`src/rtl/fp_mul_seq_pkg.sv`:
```
// Shared types and constants for the sequential binary32 multiplier.
package fp_mul_pkg;

    typedef enum logic [2:0] {
        IDLE,
        NORM_A,
        NORM_B,
        MUL,
        RND,
        OUT
    } state_t;

    typedef struct packed {
        logic       sign;
        logic [7:0] exp;
        logic [22:0] frac;
    } fp_t;

    localparam int BIAS       = 127;
    localparam int EXP_MAX    = 255;
    localparam int MUL_CYCLES = 24;
    localparam logic [31:0] CANON_NAN = 32'h7FC00000;

    // o_flags = {invalid, overflow, underflow, inexact}
    localparam int FLG_INV = 3;
    localparam int FLG_OVF = 2;
    localparam int FLG_UNF = 1;
    localparam int FLG_INX = 0;

    function automatic logic is_nan(input fp_t x);
        return (&x.exp) && (|x.frac);
    endfunction

    function automatic logic is_inf(input fp_t x);
        return (&x.exp) && !(|x.frac);
    endfunction

    function automatic logic is_zero(input fp_t x);
        return !(|x.exp) && !(|x.frac);
    endfunction

endpackage

```
`src/rtl/fp_mul_seq_if.sv`:
```
// Operand and result handshakes of the multiplier.
interface fp_mul_seq_if;
    logic        i_valid;
    logic        o_ready;
    logic [31:0] i_a;
    logic [31:0] i_b;
    logic        o_valid;
    logic        i_ready;
    logic [31:0] o_result;
    logic [3:0]  o_flags;

    modport slave (
        input  i_valid, i_a, i_b, i_ready,
        output o_ready, o_valid, o_result, o_flags
    );

    modport master (
        output i_valid, i_a, i_b, i_ready,
        input  o_ready, o_valid, o_result, o_flags
    );
endinterface

```
`src/rtl/fp_mul_seq_count_24.sv`:
```
// Leading-zero counter over a 24-bit mantissa; all-zero input yields 24.
module count_24 (
    input  logic [23:0] m,
    output logic [4:0]  lzc
);
    always_comb begin
        lzc = 5'd24;
        // Later (higher) set bits override, so the MSB-most one wins.
        for (int i = 0; i < 24; i++) begin
            if (m[i]) lzc = 5'(23 - i);
        end
    end
endmodule

```
`src/rtl/fp_mul_seq.sv`:
```
// Multi-cycle binary32 multiplier: subnormal pre-normalize, shift-add
// mantissa product, round-to-nearest-even, held result.
module fp_mul_seq
    import fp_mul_pkg::*;
(
    input logic        i_clk,
    input logic        i_rst_n,
    fp_mul_seq_if.slave bus
);

    state_t             state;
    logic               sign;
    logic [7:0]         exp_ra, exp_rb;
    logic [22:0]        frac_ra, frac_rb;
    logic [23:0]        man_a;
    logic [23:0]        mplier;
    logic signed [9:0]  exp_a, exp_b;
    logic [47:0]        acc;
    logic [4:0]         cnt;
    logic [31:0]        result;
    logic [3:0]         flags;
    logic               valid_q;

    // ---------------- operand decode at acceptance
    fp_t  in_a, in_b;
    logic a_nan, a_inf, a_zero, b_nan, b_inf, b_zero, in_special, in_sign;
    logic [31:0] spec_res;
    logic [3:0]  spec_flg;

    assign in_a       = bus.i_a;
    assign in_b       = bus.i_b;
    assign in_sign    = in_a.sign ^ in_b.sign;
    assign a_nan      = is_nan(in_a);
    assign a_inf      = is_inf(in_a);
    assign a_zero     = is_zero(in_a);
    assign b_nan      = is_nan(in_b);
    assign b_inf      = is_inf(in_b);
    assign b_zero     = is_zero(in_b);
    assign in_special = a_nan | a_inf | a_zero | b_nan | b_inf | b_zero;

    always_comb begin
        spec_res = {in_sign, 31'b0};
        spec_flg = 4'b0;
        if (a_nan || b_nan) begin
            spec_res = CANON_NAN;
        end else if ((a_inf && b_zero) || (a_zero && b_inf)) begin
            spec_res          = CANON_NAN;
            spec_flg[FLG_INV] = 1'b1;
        end else if (a_inf || b_inf) begin
            spec_res = {in_sign, 8'hFF, 23'b0};
        end
    end

    // ---------------- shared normalizer: one LZC, muxed between A and B
    logic [7:0]        lzc_exp;
    logic [23:0]       lzc_in, norm_man;
    logic [4:0]        lzc;
    logic signed [9:0] base_exp, norm_exp;

    assign lzc_exp  = (state == NORM_B) ? exp_rb : exp_ra;
    assign lzc_in   = (state == NORM_B) ? {|exp_rb, frac_rb} : {|exp_ra, frac_ra};

    count_24 u_lzc (
        .m   (lzc_in),
        .lzc (lzc)
    );

    assign norm_man = lzc_in << lzc;
    assign base_exp = (|lzc_exp) ? $signed({2'b00, lzc_exp}) : 10'sd1;
    assign norm_exp = base_exp - $signed({5'b0, lzc});

    // ---------------- shift-add step: add into the upper half, shift right
    logic [23:0] addend;
    logic [24:0] sum;
    logic [47:0] acc_nxt;

    assign addend  = mplier[0] ? man_a : 24'b0;
    assign sum     = {1'b0, acc[47:24]} + {1'b0, addend};
    assign acc_nxt = {sum, acc[23:1]};

    // ---------------- rounding
    logic              hi, guard, sticky, rnd_up;
    logic [22:0]       mant;
    logic [23:0]       mant_r;
    logic signed [10:0] e_sum, e_adj, e_fin;
    logic [31:0]       rnd_res;
    logic [3:0]        rnd_flg;

    assign hi     = acc[47];
    assign mant   = hi ? acc[46:24] : acc[45:23];
    assign guard  = hi ? acc[23]    : acc[22];
    assign sticky = hi ? |acc[22:0] : |acc[21:0];
    assign rnd_up = guard && (sticky || mant[0]);
    assign mant_r = {1'b0, mant} + {23'b0, rnd_up};
    assign e_sum  = 11'(exp_a) + 11'(exp_b) - 11'(BIAS);
    assign e_adj  = e_sum + $signed({10'b0, hi});
    // A mantissa carry-out leaves mant_r[22:0] already zero.
    assign e_fin  = e_adj + $signed({10'b0, mant_r[23]});

    always_comb begin
        rnd_res = {sign, e_fin[7:0], mant_r[22:0]};
        rnd_flg = 4'b0;
        if (e_fin >= 11'(EXP_MAX)) begin
            rnd_res          = {sign, 8'hFF, 23'b0};
            rnd_flg[FLG_OVF] = 1'b1;
            rnd_flg[FLG_INX] = 1'b1;
        end else if (e_fin <= 11'sd0) begin
            rnd_res          = {sign, 31'b0};
            rnd_flg[FLG_UNF] = 1'b1;
            rnd_flg[FLG_INX] = 1'b1;
        end else begin
            rnd_flg[FLG_INX] = guard | sticky;
        end
    end

    // ---------------- sequencer
    always_ff @(posedge i_clk or negedge i_rst_n) begin
        if (!i_rst_n) begin
            state   <= IDLE;
            sign    <= 1'b0;
            exp_ra  <= '0;
            exp_rb  <= '0;
            frac_ra <= '0;
            frac_rb <= '0;
            man_a   <= '0;
            mplier  <= '0;
            exp_a   <= '0;
            exp_b   <= '0;
            acc     <= '0;
            cnt     <= '0;
            result  <= '0;
            flags   <= '0;
            valid_q <= 1'b0;
        end else begin
            case (state)
                IDLE: begin
                    if (bus.i_valid) begin
                        sign    <= in_sign;
                        exp_ra  <= in_a.exp;
                        frac_ra <= in_a.frac;
                        exp_rb  <= in_b.exp;
                        frac_rb <= in_b.frac;
                        if (in_special) begin
                            result  <= spec_res;
                            flags   <= spec_flg;
                            valid_q <= 1'b1;
                            state   <= OUT;
                        end else begin
                            state <= NORM_A;
                        end
                    end
                end
                NORM_A: begin
                    man_a <= norm_man;
                    exp_a <= norm_exp;
                    state <= NORM_B;
                end
                NORM_B: begin
                    mplier <= norm_man;
                    exp_b  <= norm_exp;
                    acc    <= '0;
                    cnt    <= '0;
                    state  <= MUL;
                end
                MUL: begin
                    acc    <= acc_nxt;
                    mplier <= mplier >> 1;
                    cnt    <= cnt + 5'd1;
                    if (cnt == 5'(MUL_CYCLES - 1)) state <= RND;
                end
                RND: begin
                    result  <= rnd_res;
                    flags   <= rnd_flg;
                    valid_q <= 1'b1;
                    state   <= OUT;
                end
                OUT: begin
                    if (bus.i_ready) begin
                        valid_q <= 1'b0;
                        state   <= IDLE;
                    end
                end
                default: state <= IDLE;
            endcase
        end
    end

    assign bus.o_ready  = (state == IDLE);
    assign bus.o_valid  = valid_q;
    assign bus.o_result = result;
    assign bus.o_flags  = flags;

endmodule

```
`src/flat_wrapper.sv`:
```
// flat-port wrapper written by rule: the top's interface ports become plain ports
module fp_mul_seq_flat import fp_mul_pkg::*;
  (i_clk, i_rst_n, bus_i_valid, bus_i_a, bus_i_b, bus_i_ready, bus_o_ready, bus_o_valid, bus_o_result, bus_o_flags);
  fp_mul_seq_if bus_i ();
  input logic i_clk;
  input logic i_rst_n;
  input wire logic [$bits(bus_i.i_valid)-1:0] bus_i_valid;
  input wire logic [$bits(bus_i.i_a)-1:0] bus_i_a;
  input wire logic [$bits(bus_i.i_b)-1:0] bus_i_b;
  input wire logic [$bits(bus_i.i_ready)-1:0] bus_i_ready;
  output wire logic [$bits(bus_i.o_ready)-1:0] bus_o_ready;
  output wire logic [$bits(bus_i.o_valid)-1:0] bus_o_valid;
  output wire logic [$bits(bus_i.o_result)-1:0] bus_o_result;
  output wire logic [$bits(bus_i.o_flags)-1:0] bus_o_flags;
  assign bus_i.i_valid = bus_i_valid;
  assign bus_i.i_a = bus_i_a;
  assign bus_i.i_b = bus_i_b;
  assign bus_i.i_ready = bus_i_ready;
  assign bus_o_ready = bus_i.o_ready;
  assign bus_o_valid = bus_i.o_valid;
  assign bus_o_result = bus_i.o_result;
  assign bus_o_flags = bus_i.o_flags;
  fp_mul_seq u_core (.i_clk(i_clk), .i_rst_n(i_rst_n), .bus(bus_i));
endmodule
```
`config.mk`:
```
export PLATFORM = sky130hd
export DESIGN_NAME = fp_mul_seq_flat
export DESIGN_NICKNAME = d
export VERILOG_FILES = /design/src/rtl/fp_mul_seq_pkg.sv /design/src/rtl/fp_mul_seq_if.sv /design/src/rtl/fp_mul_seq_count_24.sv /design/src/rtl/fp_mul_seq.sv /design/src/flat_wrapper.sv
export SDC_FILE = /design/constraint.sdc
export NUM_CORES = 1
export LEC_CHECK = 0
export CAP_MARGIN = 20
export CORE_MARGIN = 3
export CORE_UTILIZATION = 28
export CTS_BUF_LIST = sky130_fd_sc_hd__clkbuf_4 sky130_fd_sc_hd__clkbuf_8
export DETAILED_ROUTE_END_ITERATION = 16
export DONT_BUFFER_PORTS = 1
export PLACE_DENSITY = 0.49
export SYNTH_ARGS = -nofsm -noshare
export SYNTH_HDL_FRONTEND = slang
export SYNTH_SLANG_ARGS = --single-unit
```
`constraint.sdc`:
```
create_clock -name i_clk -period 10.2 [get_ports i_clk]
set_clock_uncertainty 0.1 [all_clocks]
set_input_delay 2.04 -clock i_clk [delete_from_list [all_inputs] [get_ports i_clk]]
set_output_delay 2.04 -clock i_clk [all_outputs]
set_load 0.01 [all_outputs]
```
# Word-level counts from Yosys, hierarchy flattened
# Cells that the tools add are included.
[classes]
addsub = 8
n_lt_le_gt_ge = 2
eq_ne = 10
n_shift = 1
n_mux = 61
n_bitwise = 7
reduce_logical = 36
[ops]
columns = ["cell", "n"]
rows = [
  ["$mux 32", 4],
  ["$mux 5", 23],
  ["$pmux 48 s2", 1],
  ["$mux 31", 3],
  ["$reduce_or 23->1", 3],
  ["$pmux 32 s2", 1],
  ["$mux 24", 2],
  ["$pmux 24 s2", 1],
  ["$reduce_or 8->1", 5],
  ["$add 24x24->25", 1],
  ["$add 23x1->24", 1],
  ["$shl 24x5->24", 1],
  ["$mux 23", 1],
  ["$add 11x2->11", 2],
  ["$reduce_or 22->1", 1],
  ["$pmux 3 s6", 1],
  ["$mux 8", 2],
  ["$reduce_and 8->1", 2],
  ["$mux 1", 12],
  ["$mux 3", 4],
  ["$mux 4", 3],
  ["$add 10x10->11", 1],
  ["$ge 11x9->1 const B", 1],
  ["$le 11x1->1 const B", 1],
  ["other kinds (23)", 48],
]
[word_totals]
regBits = 224
input_bits = 68
out_inout_bits = 38
elab_cells = 140

# Depth between registers and ports, before layout
[depth]
depth_word = 28
depth_mapped = 31
depth_no_buf = 27

# Modules after synthesis
# A second synthesis with hierarchy kept.
[hier_totals]
cells_unflattened = 1452
hier_area_um2 = 13718.2
[by_module_without_submodules]
columns = ["module", "instances", "cells_each", "area_per_inst_um2", "seq_area_each_um2"]
rows = [
  ["fp_mul_seq", 1, 1404, 13452.9, 5555.3],
  ["count_24", 1, 48, 265.3, 0.0],
]

# Worst setup path after synthesis
# OpenSTA, ideal clock, no wires.
[synth_path]
kind = "register to register"
from = "register u_core.acc[47]"
to = "register u_core.result[10] (netlist: u_core.bus.o_result[10])"
setup_ps = 65
arrival_ps = 6422
required_ps = 10035
slack_ps = 3613
path_stages_with_launch = 30
n_path_buf = 4
synth_period_minus_slack_ps = 6587
path_cell_list = "dfrtp_1 clkbuf_1 buf_1 mux2_2 nor3_1 nor2_1 ha_1 nand3_1 nor2_1 and2_1 clkbuf_1 nand4_1 nor2_1 nand4_1 or3_1 ha_1 inv_1 fa_1 fa_1 a21o_1 a21oi_1 o21bai_1 a21oi_1 o21ai_1 a2111oi_0 a311oi_1 nor2_1 nor4b_2 buf_2 a22o_1"
[synth_via]
elab_chain_cells = 9
elab_cells_between_ends = 13
cone_classes = "3 x add/sub; 2 x order compare; 6 x mux; 2 x reduce/logical"
[synth_rtl]
columns = ["item", "line_no", "rtl"]
rows = [
  ["start, declared", "fp_mul_seq.sv:18", "logic [47:0] acc;"],
  ["start signal, assigned", "fp_mul_seq.sv:166", "acc <= acc_nxt;"],
  ["$mux 1 or $mux 23 (tied branches)", "fp_mul_seq.sv:92, fp_mul_seq.sv:90", ""],
  ["$logic_or 1x1->1", "fp_mul_seq.sv:93", "assign rnd_up = guard && (sticky || mant[0]);"],
  ["$logic_and 1x1->1", "fp_mul_seq.sv:93", ""],
  ["$add 23x1->24", "fp_mul_seq.sv:94", "assign mant_r = {1'b0, mant} + {23'b0, rnd_up};"],
  ["$add 11x2->11", "fp_mul_seq.sv:98", "assign e_fin = e_adj + $signed({10'b0, mant_r[23]});"],
  ["$le 11x1->1", "fp_mul_seq.sv:107", "end else if (e_fin <= 11'sd0) begin"],
  ["$mux 31", "fp_mul_seq.sv:107", ""],
  ["$mux 31 *", "fp_mul_seq.sv:103", "if (e_fin >= 11'(EXP_MAX)) begin"],
  ["$pmux 32 s2 *", "fp_mul_seq.sv:135", "case (state)"],
  ["end signal, assigned", "fp_mul_seq.sv:144", "result <= spec_res;"],
  ["end signal, assigned", "fp_mul_seq.sv:172", "result <= rnd_res;"],
  ["end, declared", "fp_mul_seq.sv:20", "logic [31:0] result;"],
]
# Mark *: on every way between the ends. The rest lies on a longest branch, timed or not.
# A chain may end at the register's enable or synchronous reset.

# Worst setup path in the final report
[layout_path]
from = "register u_core.acc[47]"
to = "register u_core.result[8] (netlist: u_core.bus.o_result[8])"
# Same word-level chain as after synthesis.

==> flow_metrics.env <==
export IMPL_ys_types=81
export IMPL_post_cts_setup_buffers=0
export IMPL_antenna_found_initial=1
export IMPL_ys_ff_latch=224
export IMPL_post_route_period_util_pct=69.0
export IMPL_start_util_pct=28.6
export IMPL_fin_util_pct=31.7
export IMPL_path_max_fanout=54
export IMPL_clockBufferDepth=3
export IMPL_fin_nets=1863
export IMPL_async_flop_share_pct=100
export IMPL_synth_cells=1774
export IMPL_synth_top_family_by_area="simple AND/OR/NAND/NOR gates"
export IMPL_clkSinkCount=224
export IMPL_rsz0062_at_grt="no"
export IMPL_viasPerCell=5.14
export IMPL_place_congestion=0.897
export IMPL_postCtsHoldBufs=0
export IMPL_yosys_area_share_simple_pct=24.5
export IMPL_worstPathRequired_ps=10570
export IMPL_core_mm2=0.0507
export IMPL_cts_buffers=41
export IMPL_dr_pass1_iters=5
export IMPL_dp_cells=2367
export IMPL_setup_violations=0
export IMPL_synth_xor_area_share_pct=4.35
export IMPL_detail_route_antenna_nets=0
export IMPL_vdd_drop_max_mv=0.106
export IMPL_netlist_area_mm2=0.0145
export IMPL_cts_tree="yes"
export IMPL_slowest_delay_ps=680
export IMPL_hp_class="reg2reg"
export IMPL_wl_per_cell_um=17.1
export IMPL_setup_tns_ps=0
export IMPL_cp_slowest_cell="nor4_1"
export IMPL_power_density_mw_per_mm2=302
export IMPL_placed_area_mm2=0.0151
export IMPL_yosys_warnings=0
export IMPL_tightest_slew_ps=1030
export IMPL_syn_area_per_cell_um2=8.17
export IMPL_ys_seq_area_share_pct=38.7
export IMPL_ctsResizeCount=0
export IMPL_dieWidth_um=233
export IMPL_path_clk_slew_ps=60
export IMPL_hold_viol_final=0
export IMPL_drt_wl_total_um=41800
export IMPL_drtIter0Drc=804
export IMPL_crit_type="reg2reg"
export IMPL_area_growth_pct=11.0
export IMPL_status="completed"
export IMPL_synth_adder_area_share_pct=4.96
export IMPL_fmax_mhz=142
export IMPL_grt_pass1_wl_um=67500
export IMPL_cts_htree_levels=2
export IMPL_dieArea_mm2=0.0545
export IMPL_vias=12600
export IMPL_clkLatencyLatePin_ps=580
export IMPL_cts_root_buf="clkbuf_8"
export IMPL_syn_nets=1897
export IMPL_dp_slack_ps=3060
export IMPL_post_route_drc_count=0
export IMPL_design_area_mm2=0.0161
export IMPL_num_io_pins=106
export IMPL_final_min_clock_period_ps=7030
export IMPL_final_common_cell="nand2_1"
export IMPL_synth_mux_area_share_pct=4.48
export IMPL_critPathArrivalTime_ps=7400
export IMPL_worstSetupStartpointType="register"
export IMPL_layout_common_cells="nand2_1, dfrtp_1, o21ai_0"
export IMPL_dp_hpwl_um=30200
export IMPL_synth_edf_count=0
export IMPL_setup_slack_ps=3170
export IMPL_ys_flop_type="dfrtp_1"
export IMPL_max_slew_margin_rel_pct=31.2
export IMPL_grtUsageTotal_pct=15.3
export IMPL_port_buffers=0
export IMPL_slew_viol_final=0
export IMPL_rows=82
export IMPL_p_leak_nw=7.10
export IMPL_grt_pass1_vias=12000
export IMPL_fin_cells=2447
export IMPL_synth_compound_area_share_pct=19.4
export IMPL_drive_above_1_share_pct=7.95
export IMPL_grt_max_degree=225
export IMPL_max_cap_violations=0
export IMPL_cp_end_kind="register"
export IMPL_die_h_um=233
export IMPL_grt_overflow=0
final cells by class:
| class | count | area, µm² |
|---|---|---|
| antenna | 2 | 5.00 |
| multi-input combinational | 1418 | 8390 |
| clock buffer | 64 | 806 |
| inverter | 35 | 131 |
| sequential | 224 | 5610 |
| tap | 672 | 841 |
| timing repair buffer | 20 | 148 |
| clock inverter | 12 | 149 |
| fill | 5446 | 34600 |
metal layers:
layer	vias to the layer above	track usage (%)	part of all wire, %
met5	-	0	0
met4	0	3.92	1.9
met3	59	2.59	4.6
met2	277	24.2	45
met1	6011	21.6	48
li1	6232	-	-
flip-flops by register name, indices dropped and copies added (netlist names), 5 cells and up:
signal / cells
u_core.acc: 48
u_core.exp_a: 10
u_core.exp_ra: 8
u_core.cnt: 5
u_core.exp_rb: 8
u_core.mplier: 24
u_core.frac_rb: 23
u_core.frac_ra: 23
u_core.exp_b: 10
u_core.man_a: 24
u_core.bus.o_result: 32
path summary, 6_finish.rpt:
check	start	to	cells past startpoint	slack, ps
max	u_core.acc[47]$_DFFE_PN0P_	u_core.bus.o_result[8]$_DFFE_PN0P_	29	3170
min	u_core.man_a[13]$_DFFE_PN0P_	u_core.man_a[13]$_DFFE_PN0P_	2	360
max reg2reg	u_core.acc[47]$_DFFE_PN0P_	u_core.bus.o_result[8]$_DFFE_PN0P_	29	3170
min reg2reg	u_core.man_a[13]$_DFFE_PN0P_	u_core.man_a[13]$_DFFE_PN0P_	2	360
max in group asynchronous	i_rst_n	u_core.frac_rb[2]$_DFFE_PN0P_	0	8540
min in group asynchronous	i_rst_n	u_core.bus.o_flags[2]$_DFFE_PN0P_	0	1070
power breakdown:
part	switching, W	leakage [nW]	internal (W)
clock	0.000404	0.506	0.000582
sequential	0.000311	2.92	0.00116
combinational	0.00150	3.67	0.000899
total	0.00222	7.10	0.00264
through the flow:
step | total power, W | hold WS, ps
final | 0.00486 | 360
after global routing | 0.00529 | 398
after CTS | 0.00489 | 364
after detailed placement | 0.00387 | 350
after global placement | 0.00383 | 347
after floorplan | 0.00321 | 331
worst max-delay path, delay by kind of cell (launching register included):
family	cells	cell delay [ps]
buf+inv	4	940
fa+ha+maj	4	1320
simple gates	11	2320
mux	1	280
compound gates	8	1400
xor+xnor	1	180
flops	1	340
cells in the mapped netlist, types with 19 or more instances:
library cell / number / share of area [%]
a21oi_1: 85 / 2.9
a22o_1: 28 / 1.7
and2_1: 38 / 1.6
and3_1: 21 / 0.91
clkbuf_1: 80 / 2.1
dfrtp_1: 224 / 39
ha_1: 51 / 4.4
inv_1: 33 / 0.85
mux2i_1: 48 / 3.3
nand2_1: 455 / 12
nand3_1: 30 / 1.0
nand4_1: 19 / 0.82
nor2_1: 115 / 3.0
nor3_1: 35 / 1.2
nor4_1: 31 / 1.3
o21ai_0: 129 / 4.5
xnor2_1: 32 / 1.9
xor2_1: 40 / 2.4
logic make-up (layout without fill, tap and decap cells):
family / Yosys count / count (layout)
adder cells (fa/ha/maj): 55 / 55
flip-flops: 224 / 224
XOR/XNOR: 72 / 72
buffers and inverters: 132 / 131
multiplexers: 63 / 63
other: 0 / 2
AND/OR/NAND/NOR: 800 / 800
AO/OA/AOI/OAI: 428 / 428
No activity file was read; power rests on OpenSTA's default activity.
